===== src/rtl/adder_share_arbiter_if.sv =====
// adder_share_arbiter_if: request, shared-adder and response signals of the adder-sharing arbiter
interface adder_share_arbiter_if #(
  parameter int N_REQ = 4,
  parameter int ID_W  = 2,
  parameter int CNT_W = 16
);
  logic [N_REQ-1:0]    req_valid;
  logic [12*N_REQ-1:0] req_a;
  logic [12*N_REQ-1:0] req_b;
  logic [N_REQ-1:0]    req_ready;
  logic [11:0]         adder_a;
  logic [11:0]         adder_b;
  logic [11:0]         adder_sum;
  logic                adder_ovf;
  logic                rsp_valid;
  logic                rsp_ready;
  logic [ID_W-1:0]     rsp_id;
  logic [11:0]         rsp_sum;
  logic                rsp_ovf;
  logic [CNT_W-1:0]    op_count;

  modport slave (
    input  req_valid, req_a, req_b, adder_sum, adder_ovf, rsp_ready,
    output req_ready, adder_a, adder_b, rsp_valid, rsp_id, rsp_sum, rsp_ovf, op_count
  );

  modport master (
    output req_valid, req_a, req_b, adder_sum, adder_ovf, rsp_ready,
    input  req_ready, adder_a, adder_b, rsp_valid, rsp_id, rsp_sum, rsp_ovf, op_count
  );
endinterface


===== src/rtl/adder_share_arbiter.sv =====
// adder_share_arbiter: round-robin sharing of one 12-bit adder with a one-entry tagged response register
module adder_share_arbiter #(
  parameter int N_REQ = 4,
  parameter int ID_W  = 2,
  parameter int CNT_W = 16
) (
  input logic clock,
  input logic reset,
  adder_share_arbiter_if.slave bus
);
  logic [ID_W-1:0]    rr_ptr;
  logic [2*N_REQ-1:0] rot;
  logic               found;
  logic [ID_W-1:0]    off;
  logic [ID_W:0]      pos;
  logic [ID_W-1:0]    win;
  logic               can_issue;
  logic               grant;

  assign rot       = {bus.req_valid, bus.req_valid} >> rr_ptr;
  assign pos       = {1'b0, rr_ptr} + {1'b0, off};
  assign win       = pos >= (ID_W+1)'(N_REQ) ? ID_W'(pos - (ID_W+1)'(N_REQ)) : pos[ID_W-1:0];
  assign can_issue = !bus.rsp_valid | bus.rsp_ready;
  assign grant     = found & can_issue & !reset;
  assign bus.req_ready = grant ? {{(N_REQ-1){1'b0}}, 1'b1} << win : '0;
  assign bus.adder_a   = found ? 12'(bus.req_a >> (12 * win)) : '0;
  assign bus.adder_b   = found ? 12'(bus.req_b >> (12 * win)) : '0;

  // lowest set bit of the request vector rotated to start at rr_ptr is the winner's offset
  always_comb begin
    found = 1'b0;
    off   = '0;
    for (int k = N_REQ - 1; k >= 0; k--) begin
      if (rot[k]) begin
        found = 1'b1;
        off   = ID_W'(k);
      end
    end
  end

  // response register, round-robin pointer and accepted-response counter
  always_ff @(posedge clock) begin
    if (reset) begin
      bus.rsp_valid <= 1'b0;
      bus.rsp_id    <= '0;
      bus.rsp_sum   <= '0;
      bus.rsp_ovf   <= 1'b0;
      bus.op_count  <= '0;
      rr_ptr        <= '0;
    end else begin
      if (grant) begin
        bus.rsp_valid <= 1'b1;
        bus.rsp_id    <= win;
        bus.rsp_sum   <= bus.adder_sum;
        bus.rsp_ovf   <= bus.adder_ovf;
        rr_ptr        <= win == ID_W'(N_REQ - 1) ? '0 : win + 1'b1;
      end else if (bus.rsp_ready) begin
        bus.rsp_valid <= 1'b0;
      end
      if (bus.rsp_valid & bus.rsp_ready) bus.op_count <= bus.op_count + 1'b1;
    end
  end
endmodule


===== src/flat_wrapper.sv =====
// flat-port wrapper written by rule: the top's interface ports become plain ports
module adder_share_arbiter_flat 
#(
  parameter int N_REQ = 4,
  parameter int ID_W  = 2,
  parameter int CNT_W = 16
)
  (clock, reset, bus_req_valid, bus_req_a, bus_req_b, bus_adder_sum, bus_adder_ovf, bus_rsp_ready, bus_req_ready, bus_adder_a, bus_adder_b, bus_rsp_valid, bus_rsp_id, bus_rsp_sum, bus_rsp_ovf, bus_op_count);
  adder_share_arbiter_if #(.N_REQ(N_REQ), .ID_W(ID_W), .CNT_W(CNT_W)) bus_i ();
  input logic clock;
  input logic reset;
  input wire logic [$bits(bus_i.req_valid)-1:0] bus_req_valid;
  input wire logic [$bits(bus_i.req_a)-1:0] bus_req_a;
  input wire logic [$bits(bus_i.req_b)-1:0] bus_req_b;
  input wire logic [$bits(bus_i.adder_sum)-1:0] bus_adder_sum;
  input wire logic [$bits(bus_i.adder_ovf)-1:0] bus_adder_ovf;
  input wire logic [$bits(bus_i.rsp_ready)-1:0] bus_rsp_ready;
  output wire logic [$bits(bus_i.req_ready)-1:0] bus_req_ready;
  output wire logic [$bits(bus_i.adder_a)-1:0] bus_adder_a;
  output wire logic [$bits(bus_i.adder_b)-1:0] bus_adder_b;
  output wire logic [$bits(bus_i.rsp_valid)-1:0] bus_rsp_valid;
  output wire logic [$bits(bus_i.rsp_id)-1:0] bus_rsp_id;
  output wire logic [$bits(bus_i.rsp_sum)-1:0] bus_rsp_sum;
  output wire logic [$bits(bus_i.rsp_ovf)-1:0] bus_rsp_ovf;
  output wire logic [$bits(bus_i.op_count)-1:0] bus_op_count;
  assign bus_i.req_valid = bus_req_valid;
  assign bus_i.req_a = bus_req_a;
  assign bus_i.req_b = bus_req_b;
  assign bus_i.adder_sum = bus_adder_sum;
  assign bus_i.adder_ovf = bus_adder_ovf;
  assign bus_i.rsp_ready = bus_rsp_ready;
  assign bus_req_ready = bus_i.req_ready;
  assign bus_adder_a = bus_i.adder_a;
  assign bus_adder_b = bus_i.adder_b;
  assign bus_rsp_valid = bus_i.rsp_valid;
  assign bus_rsp_id = bus_i.rsp_id;
  assign bus_rsp_sum = bus_i.rsp_sum;
  assign bus_rsp_ovf = bus_i.rsp_ovf;
  assign bus_op_count = bus_i.op_count;
  adder_share_arbiter #(.N_REQ(N_REQ), .ID_W(ID_W), .CNT_W(CNT_W)) u_core (.clock(clock), .reset(reset), .bus(bus_i));
endmodule

===== config.mk =====
export PLATFORM = sky130hd
export DESIGN_NAME = adder_share_arbiter_flat
export DESIGN_NICKNAME = d
export VERILOG_FILES = /design/src/rtl/adder_share_arbiter_if.sv /design/src/rtl/adder_share_arbiter.sv /design/src/flat_wrapper.sv
export SDC_FILE = /design/constraint.sdc
export NUM_CORES = 1
export LEC_CHECK = 0
export CAP_MARGIN = 20
export CORE_ASPECT_RATIO = 0.5
export CORE_MARGIN = 5
export CORE_UTILIZATION = 40
export CTS_CLUSTER_SIZE = 28
export DETAILED_ROUTE_END_ITERATION = 12
export PLACE_DENSITY = 0.86
export REMOVE_ABC_BUFFERS = 1
export SYNTH_ARGS = -nofsm -noshare
export SYNTH_HDL_FRONTEND = slang
export SYNTH_SLANG_ARGS = --single-unit

===== constraint.sdc =====
create_clock -name clock -period 8.5 [get_ports clock]
set_clock_uncertainty 0.2 [all_clocks]
set_input_delay 1.7 -clock clock [delete_from_list [all_inputs] [get_ports clock]]
set_output_delay 1.7 -clock clock [all_outputs]
set_load 0.1 [all_outputs]

* Yosys cells after proc, flatten, opt, wreduce, memory -nomap -nowiden
Cells that the tools add are included.
** Word-level totals
- Bits in registers :: 34
- Input port bits :: 116
** Cells by class
- Add/sub/neg operators :: 4
- Multiply operators :: 1
- Magnitude comparators :: 1
- Equal/unequal tests :: 1
- Shift-type cells :: 4
- Mux-type cells :: 15
- Bitwise gates (word level) :: 4
- Reduce and logical (&&, ||, !) cells :: 3
** Operators by type and width (count)
- >> shifter 48 x 6 -> 12 bit :: 2
- 2-to-1 mux 12 bit :: 2
- adder 16 x 1 -> 16 bit (second input constant) :: 1
- 2-to-1 mux 2 bit :: 6
- >> shifter 8 x 2 -> 4 bit :: 1
- 2-to-1 mux 1 bit :: 6
- multiplier 2 x 2 -> 4 bit (first input constant) :: 1
- 2-to-1 mux 4 bit :: 1
- << shifter 1 x 2 -> 4 bit (first input constant) :: 1
- adder 2 x 2 -> 3 bit :: 1
- AND 1 bit :: 3
- >= comparator 3 bit (second input constant) :: 1
- adder 2 x 1 -> 2 bit (second input constant) :: 1
- == test 2 bit (second input constant) :: 1
- logical NOT 1 bit :: 2
- nonzero test 2 bit :: 1
- subtractor 2 x 1 -> 2 bit (second input constant) :: 1
- OR 1 bit :: 1

* Longest topological paths before layout
- Depth after elaboration :: 11
- Mapped depth :: 13

* Worst setup path after synthesis
Ideal clock, no wire load.
- Kind :: input to output
- Start point :: in bus_req_valid[2]
- End point :: out bus_req_ready[0]
- Arrival :: 5100 ps
- Slack :: 1500 ps
- Cell stages on the path :: 7
- Path buffers :: 3
- Cell sequence :: buf_2 > o311a_1 > o21ai_0 > ha_1 > buf_2 > buf_1 > nor3_1
** Between the ends
- Longest elaborated chain between the ends :: 10
- Elaborated cells between the ends (all ways) :: 17
- Classes of those cells :: 2 x add/sub; 1 x order compare; 2 x shift; 10 x mux; 2 x bitwise
** Ends and longest elaborated chain
- start, declared :: RTL line flat_wrapper.sv:12 : input wire logic [$bits(bus_i.req_valid)-1:0] bus_req_valid;
- >> shifter 8 x 2 -> 4 bit (*) :: RTL line adder_share_arbiter.sv:20 : assign rot = {bus.req_valid, bus.req_valid} >> rr_ptr;
- 2-to-1 mux 2 bit (3 in series) :: RTL line adder_share_arbiter.sv:34 : if (rot[k]) begin
- 2-to-1 mux 2 bit (*) :: RTL line adder_share_arbiter.sv:34
- adder 2 x 2 -> 3 bit (*) :: RTL line adder_share_arbiter.sv:21 : assign pos = {1'b0, rr_ptr} + {1'b0, off};
- named net u_core.pos[0] :: RTL line adder_share_arbiter.sv:15 : logic [ID_W:0] pos;
- >= comparator 3 bit / subtractor 2 x 1 -> 2 bit (equally long branches) :: RTL line adder_share_arbiter.sv:22 : assign win = pos >= (ID_W+1)'(N_REQ) ? ID_W'(pos - (ID_W+1)'(N_REQ)) : pos[ID_W-1:0];
- 2-to-1 mux 2 bit (*) :: RTL line adder_share_arbiter.sv:22
- << shifter 1 x 2 -> 4 bit (*) :: RTL line adder_share_arbiter.sv:25 : assign bus.req_ready = grant ? {{(N_REQ-1){1'b0}}, 1'b1} << win : '0;
- 2-to-1 mux 4 bit (*) :: RTL line adder_share_arbiter.sv:25
- end, declared :: RTL line flat_wrapper.sv:18 : output wire logic [$bits(bus_i.req_ready)-1:0] bus_req_ready;
Mark *: on every way through the listed nets, which the timed path passes. The rest lies on a longest branch.

* Worst setup path in the final report
- Start point :: in bus_req_valid[0]
- End point :: out bus_req_ready[3]
Same word-level chain as after synthesis.

==> impl_metrics.tcl <==
set metrics [dict create \
    arrival_ns 5.03 \
    h-tree-depth 2 \
    tns_ns 0 \
    core.rowCount 21 \
    cp_cell_sequence "clkdlybuf4s50_1 > nor3_1 > a311oi_1 > o21ai_0 > ha_2 > ha_1 > and2_1 > clkdlybuf4s50_1" \
    path_clk_slew_ns 0.05 \
    cts_tree "done" \
    placed_area_um2 4480 \
    clk_latency_ns 0.27 \
    seq_area_frac_synth_pct 24.6 \
    cts_buffer_depth 2 \
    cts_resized 0 \
    fin_hold_ws_ns 0.262 \
    synth_async_sr_flop_share_pct 0 \
    power_density_nw_per_um2 430 \
    areaGrowthSynthToFinish_pct 69.3 \
    antenna_found_initial 0 \
    drt-total-wl_um 8430 \
    finalSetupViolations 0 \
    synthTopCellsByArea "dfxtp_1, mux2i_1, o221ai_1, o21a_1, o22ai_1" \
    finalInstanceArea_um2 4680 \
    synth_cell_types 39 \
    max_stage_delay_ns 1.14 \
    worst_slew_pin_slew_ns 1.01 \
    ir_drop_mv 0.368 \
    postCtsSetupBuffers 0 \
    grt_usage_pct 18.6 \
    cap_violations 0 \
    drtIter0Drc 118 \
    numCtsBuffers 5 \
    viasPerCell 5.24 \
    grt_pass1_wl_um 13400 \
    synth_edf_count 0 \
    yosysTopAreaCellShare_pct 24.6 \
    synth.avg_cell_area_um2 8.13 \
    critPathKind "in2out" \
    end_kind "primary output" \
    final_nets 614 \
    fin_crit_sh_pct 81.6 \
    timing.fmax_mhz 144 \
    path_max_fanout 21 \
    pin_count 176 \
    path_buf_inv 2 \
    firstDrtPassIters 4 \
    drv_slew 0 \
    ant_nets 0 \
    drive_gt1_share_pct 9.88 \
    die_x_um 128 \
    setup.worst_path.start_class "primary input" \
    synthesis.area_um2 2760 \
    drc_errors 0 \
    fillers 538 \
    gp_congestion 0.826 \
    synth_warnings 0 \
    hp-class "reg2reg" \
    cts_num_sinks 34 \
    initial_core_util_pct 41.2 \
    regArea_um2 681 \
    finalHoldViolations 0 \
    synth_ff_type "dfxtp_1" \
    grt_pass1_vias 2845 \
    routedWlPerCell_um 14.3 \
    die_area_um2 8770 \
    critical_path_required_ns 6.60 \
    ys_ff_latch 34 \
    crit_family "buffers and inverters" \
    synthCells 340 \
    grt_max_degree 50 \
    clock-root-buffer "clkbuf_16" \
    relSlewSlack_pct 32.7 \
    holdBufCountCts 0 \
    min_period_ns 6.93 \
    power.leakage_nw 1.82 \
    hpwl_um 6630 \
    yosys.area.top_type "dfxtp_1" \
    grt_overflow 0 \
    outcome "finished, final reports clean" \
    multi_input_comb_area_um2 1920 \
    path_common_cell "clkdlybuf4s50_1" \
    diodes 0 \
    vias 3082 \
    rsz0062_at_grt "no" \
    core_um2 6700 \
    die_h_um 68.8 \
    io_buffers 175 \
    cpMaxStageDelayCell "clkdlybuf4s50_1" \
]
==> registers in the layout (all words and copies together), names as in the netlist <==
name                  cells
u_core.bus.op_count      16
u_core.bus.rsp_sum       12
u_core.bus.rsp_id         2
u_core.rr_ptr             2
u_core.bus.rsp_ovf        1
u_core.bus.rsp_valid      1
==> cell type report <==
cell class,instances,area share (%)
flip-flops and latches,34,14.6
clock inverters,2,1.28
well taps,92,2.46
inverters,6,0.482
repair buffers,181,37.1
multi-input cells,267,41.1
clock buffers,6,2.97
==> final timing paths <==
check	from	end	slack, ns	cells past startpoint
hold reg to reg	u_core.bus.rsp_id[0]$_SDFFE_PP0P_	u_core.bus.rsp_id[0]$_SDFFE_PP0P_	0.26	2
setup / recovery	bus_req_valid[0]	bus_req_ready[3]	1.57	8
setup reg to reg	u_core.rr_ptr[0]$_SDFFE_PP0P_	u_core.rr_ptr[0]$_SDFFE_PP0P_	5.90	8
hold / removal	u_core.bus.rsp_id[0]$_SDFFE_PP0P_	u_core.bus.rsp_id[0]$_SDFFE_PP0P_	0.26	2
==> cell usage in the layout (no fill, tap or decap), types with 5 or more instances in the layout <==
cell             instances
clkdlybuf4s50_1        151
mux2i_1                 48
dfxtp_1                 34
buf_4                   30
nor2_1                  27
nand2_1                 27
o22ai_1                 24
o221ai_1                24
o21a_1                  24
nand2b_1                16
o21ai_0                 16
xor2_1                  11
nand3_1                  8
nor3_1                   6
inv_1                    5
a21oi_1                  5
clkbuf_16                5
==> stage by stage <==
step	setup slack [ns]	util [%]	instances	total power, mW
final	1.57	69.8	588	2.01
after global routing	1.38	69.8	588	2.11
after CTS	1.56	69.8	588	2.03
after detailed placement	1.56	66.8	580	1.78
after global placement	1.64	66.8	580	1.77
after floorplan	1.01	-	307	1.47
==> kinds of logic (layout without fill, tap and decap cells) <==
kind of cell	count (synthesis)	in the layout	synth area share, %
AOI/OAI and AO/OA	99	99	25.7
xor gates and xnor gates	17	17	5.93
DFF	34	34	24.6
buffers and inverters	39	195	6.43
muxes	48	48	17.4
adders and majority gates	3	3	1.36
and+or+nand+nor	100	100	18.5
==> report_power, final <==
part	total (mW)	switching, mW	leakage (nW)	internal (mW)
Combinational	1.58	1.14	1.44	0.447
Clock	0.239	0.0631	0.0971	0.176
Sequential	0.188	0.0154	0.279	0.172
Total	2.01	1.22	1.82	0.795
==> worst reg2reg max path, cell delays in order, from the launching register on <==
cell	delay [ns]
dfxtp_1	0.56
nor3_1	0.11
a311oi_1	0.24
o21ai_0	0.13
ha_2	0.70
ha_1	0.28
nor3_1	0.06
a21oi_1	0.15
nor2_1	0.05
==> cell usage after synthesis (all sizes together) (2+ instances only) <==
| master | instances |
|---|---|
| ha | 3 |
| clkbuf | 14 |
| nand2 | 27 |
| a21oi | 5 |
| xor2 | 11 |
| buf | 19 |
| nor4 | 3 |
| nand4 | 5 |
| o221ai | 24 |
| o21a | 24 |
| o22ai | 24 |
| nor3 | 7 |
| nand3 | 8 |
| nand2b | 16 |
| or3 | 2 |
| nor2 | 28 |
| o21ai | 17 |
| mux2i | 48 |
| xnor2 | 6 |
| dfxtp | 34 |
| inv | 6 |
| o32ai | 2 |
==> layer usage <==
layer / track usage, % / up-vias / wire length [µm]
met5: 0 / - / 0
met4: 6.42 / 0 / 157
met3: 3.54 / 14 / 568
met2: 36.0 / 88 / 4540
met1: 21.1 / 1408 / 3160
li1: - / 1572 / -
Power figures use the tool's default switching activity.
==> variant (same flow settings) <==
`ID_W` is set to 2 in 3 places; all go to 4.
--- a/src/rtl/adder_share_arbiter_if.sv
+++ b/src/rtl/adder_share_arbiter_if.sv
@@ -2,5 +2,5 @@
 interface adder_share_arbiter_if #(
   parameter int N_REQ = 4,
-  parameter int ID_W  = 2,
+  parameter int ID_W  = 4,
   parameter int CNT_W = 16
 );
--- a/src/rtl/adder_share_arbiter.sv
+++ b/src/rtl/adder_share_arbiter.sv
@@ -2,5 +2,5 @@
 module adder_share_arbiter #(
   parameter int N_REQ = 4,
-  parameter int ID_W  = 2,
+  parameter int ID_W  = 4,
   parameter int CNT_W = 16
 ) (
--- a/src/flat_wrapper.sv
+++ b/src/flat_wrapper.sv
@@ -3,5 +3,5 @@
 #(
   parameter int N_REQ = 4,
-  parameter int ID_W  = 2,
+  parameter int ID_W  = 4,
   parameter int CNT_W = 16
 )
Ports: changed (resized bus_rsp_id); port bits go from 176 to 178. The function was not compared with the original's and may differ.
==> variant against the original RTL <==
Synthesized area increased by 5.6%. Worst setup slack worse by 810 ps. Utilization rose by 1.9 points. Routed wire length rose by 21%. Sequential cell count up 4. Cell area increased by 11%.
Power is not shown: default switching activity piles up to over one toggle a cycle in this logic, so the estimate is an artifact.
==> variant: results (changes against the original RTL) <==
- Mean number of vias per cell: 5.43 (+3.6%)
- Routability congestion estimate: 0.859 (+4.1%)
- Run status: finished, final reports clean
- XOR/XNOR share of the synthesized area: 3.90% (-2.0 points)
- Avg Inst Size Synth: 9.79 µm² (+21%)
- Number of instances in the placed design: 555 (-4.3%)
- CP Max Fanout: 6 (-71%)
- GRT Total Usage: 21.4% (+2.7 points)
- DPL Wire Length: 8130 µm (+22%)
- Number of global-route vias before repair: 3034 (+6.6%)
- Post-layout net count: 589 (-4.1%)
- Main area contributors after synthesis: sky130_fd_sc_hd__dfxtp_1, sky130_fd_sc_hd__mux4_2, sky130_fd_sc_hd__nor3b_1, sky130_fd_sc_hd__mux2_2, sky130_fd_sc_hd__nor2b_1
- Seq/Total Area, Yosys: 26.1% (+1.4 points)
- Measured slew at the worst slew-check pin: 1010 ps (+5.56 ps)
- DP Area: 5020 µm² (+12%)
- R2R depth: 13 (+5)
- Global-route wire length before repair: 15600 µm (+17%)
- Fraction of the mapped netlist area in compound gates: 12.8% (-13 points)
- Fraction of layout cells with a size suffix above 1: 18.6% (+8.8 points)
- Largest net degree at the start of global routing: 41 (-18%)
- Overall via count from detail_route: 3056 (-0.84%)
- WL/cell: 18.2 µm (+27%)
- Largest stage delay, worst path: 490 ps (-650 ps)
- Sink count of the clock tree: 38 (+12%)
- Combinational family with the most area after synthesis: multiplexers
- Post-synth top cells: sky130_fd_sc_hd__dfxtp_1, sky130_fd_sc_hd__mux4_2, sky130_fd_sc_hd__nor3b_1, sky130_fd_sc_hd__nor2b_1, sky130_fd_sc_hd__nor2_1
- Worst path arrival time: 5840 ps (+810 ps)
- Number of port buffers: 177 (+1.1%)
- Area share of fa/ha/maj cells after synthesis: 3.26% (+1.9 points)
- Cell family with most CP delay: simple AND/OR/NAND/NOR gates
- Mux cell area share after synthesis: 25.8% (+8.4 points)
==> variant: cell types whose count changed after synthesis, sizes merged, moves of 13 or more <==
cell / unedited run / this run
mux4: 0 / 24
o221ai: 24 / 0
mux2i: 48 / 1
nand2b: 16 / 3
nor3b: 0 / 24
nand2: 27 / 8
o22ai: 24 / 1
o21a: 24 / 1
mux2: 0 / 18
nor2b: 1 / 20
==> variant: metrics by stage <==
step / setup WS (ps) / hold slack [ps]
after global routing: 450 / 321
after detailed placement: 801 / 297
after CTS: 773 / 304
after global placement: 969 / 284
final: 761 / 304
after floorplan: -910 / 322
==> variant: path summary, 6_finish.rpt <==
| kind | slack, ps | startpoint | endpoint |
|---|---|---|---|
| max | 760 | bus_req_valid[0] | bus_req_ready[1] |
| min | 300 | u_core.bus.rsp_id[1] | u_core.bus.rsp_id[1] |
| max reg2reg | 4400 | u_core.rr_ptr[2] | u_core.bus.rsp_id[2] |
| min reg2reg | 300 | u_core.bus.rsp_id[1] | u_core.bus.rsp_id[1] |
==> variant: cells by family (layout without fill, tap and decap cells) <==
logic type,count (synthesis),in the layout
buffers and inverters,34,203
AOI/OAI and AO/OA,49,49
DFF,38,38
xor gates and xnor gates,13,13
muxes,43,43
and+or+nand+nor,114,114
adders and majority gates,7,7
==> variant: layout make-up <==
| cell class | count | area (µm²) |
|---|---|---|
| timing repair buffer | 181 | 2080 |
| tap | 96 | 120 |
| multi-input combinational | 226 | 2010 |
| inverter | 14 | 52.6 |
| fill | 538 | 2040 |
| clock buffer | 7 | 143 |
| clock inverter | 1 | 5.00 |
| sequential | 38 | 761 |
==> variant: per-layer routing <==
| layer | vias up | wire, µm | global-route usage (%) |
|---|---|---|---|
| met3 | 13 | 621 | 4.35 |
| met5 | - | 0 | 0 |
| li1 | 1460 | - | - |
| met2 | 96 | 5300 | 39.6 |
| met4 | 0 | 174 | 4.68 |
| met1 | 1487 | 4130 | 25.1 |
==> variant: worst reg2reg max path: stages, from the launching register on <==
cell and delay, ps:
sky130_fd_sc_hd__dfxtp_1 560, sky130_fd_sc_hd__and3b_1 260, sky130_fd_sc_hd__nor3_1 420, sky130_fd_sc_hd__nand4_1 150, sky130_fd_sc_hd__a21oi_1 260, sky130_fd_sc_hd__ha_1 300
sky130_fd_sc_hd__a21oi_1 290, sky130_fd_sc_hd__nor2_1 100, sky130_fd_sc_hd__xnor2_1 160, sky130_fd_sc_hd__ha_1 200, sky130_fd_sc_hd__a21o_1 150, sky130_fd_sc_hd__nor2_1 90
sky130_fd_sc_hd__o22ai_4 590, sky130_fd_sc_hd__o221a_2 320
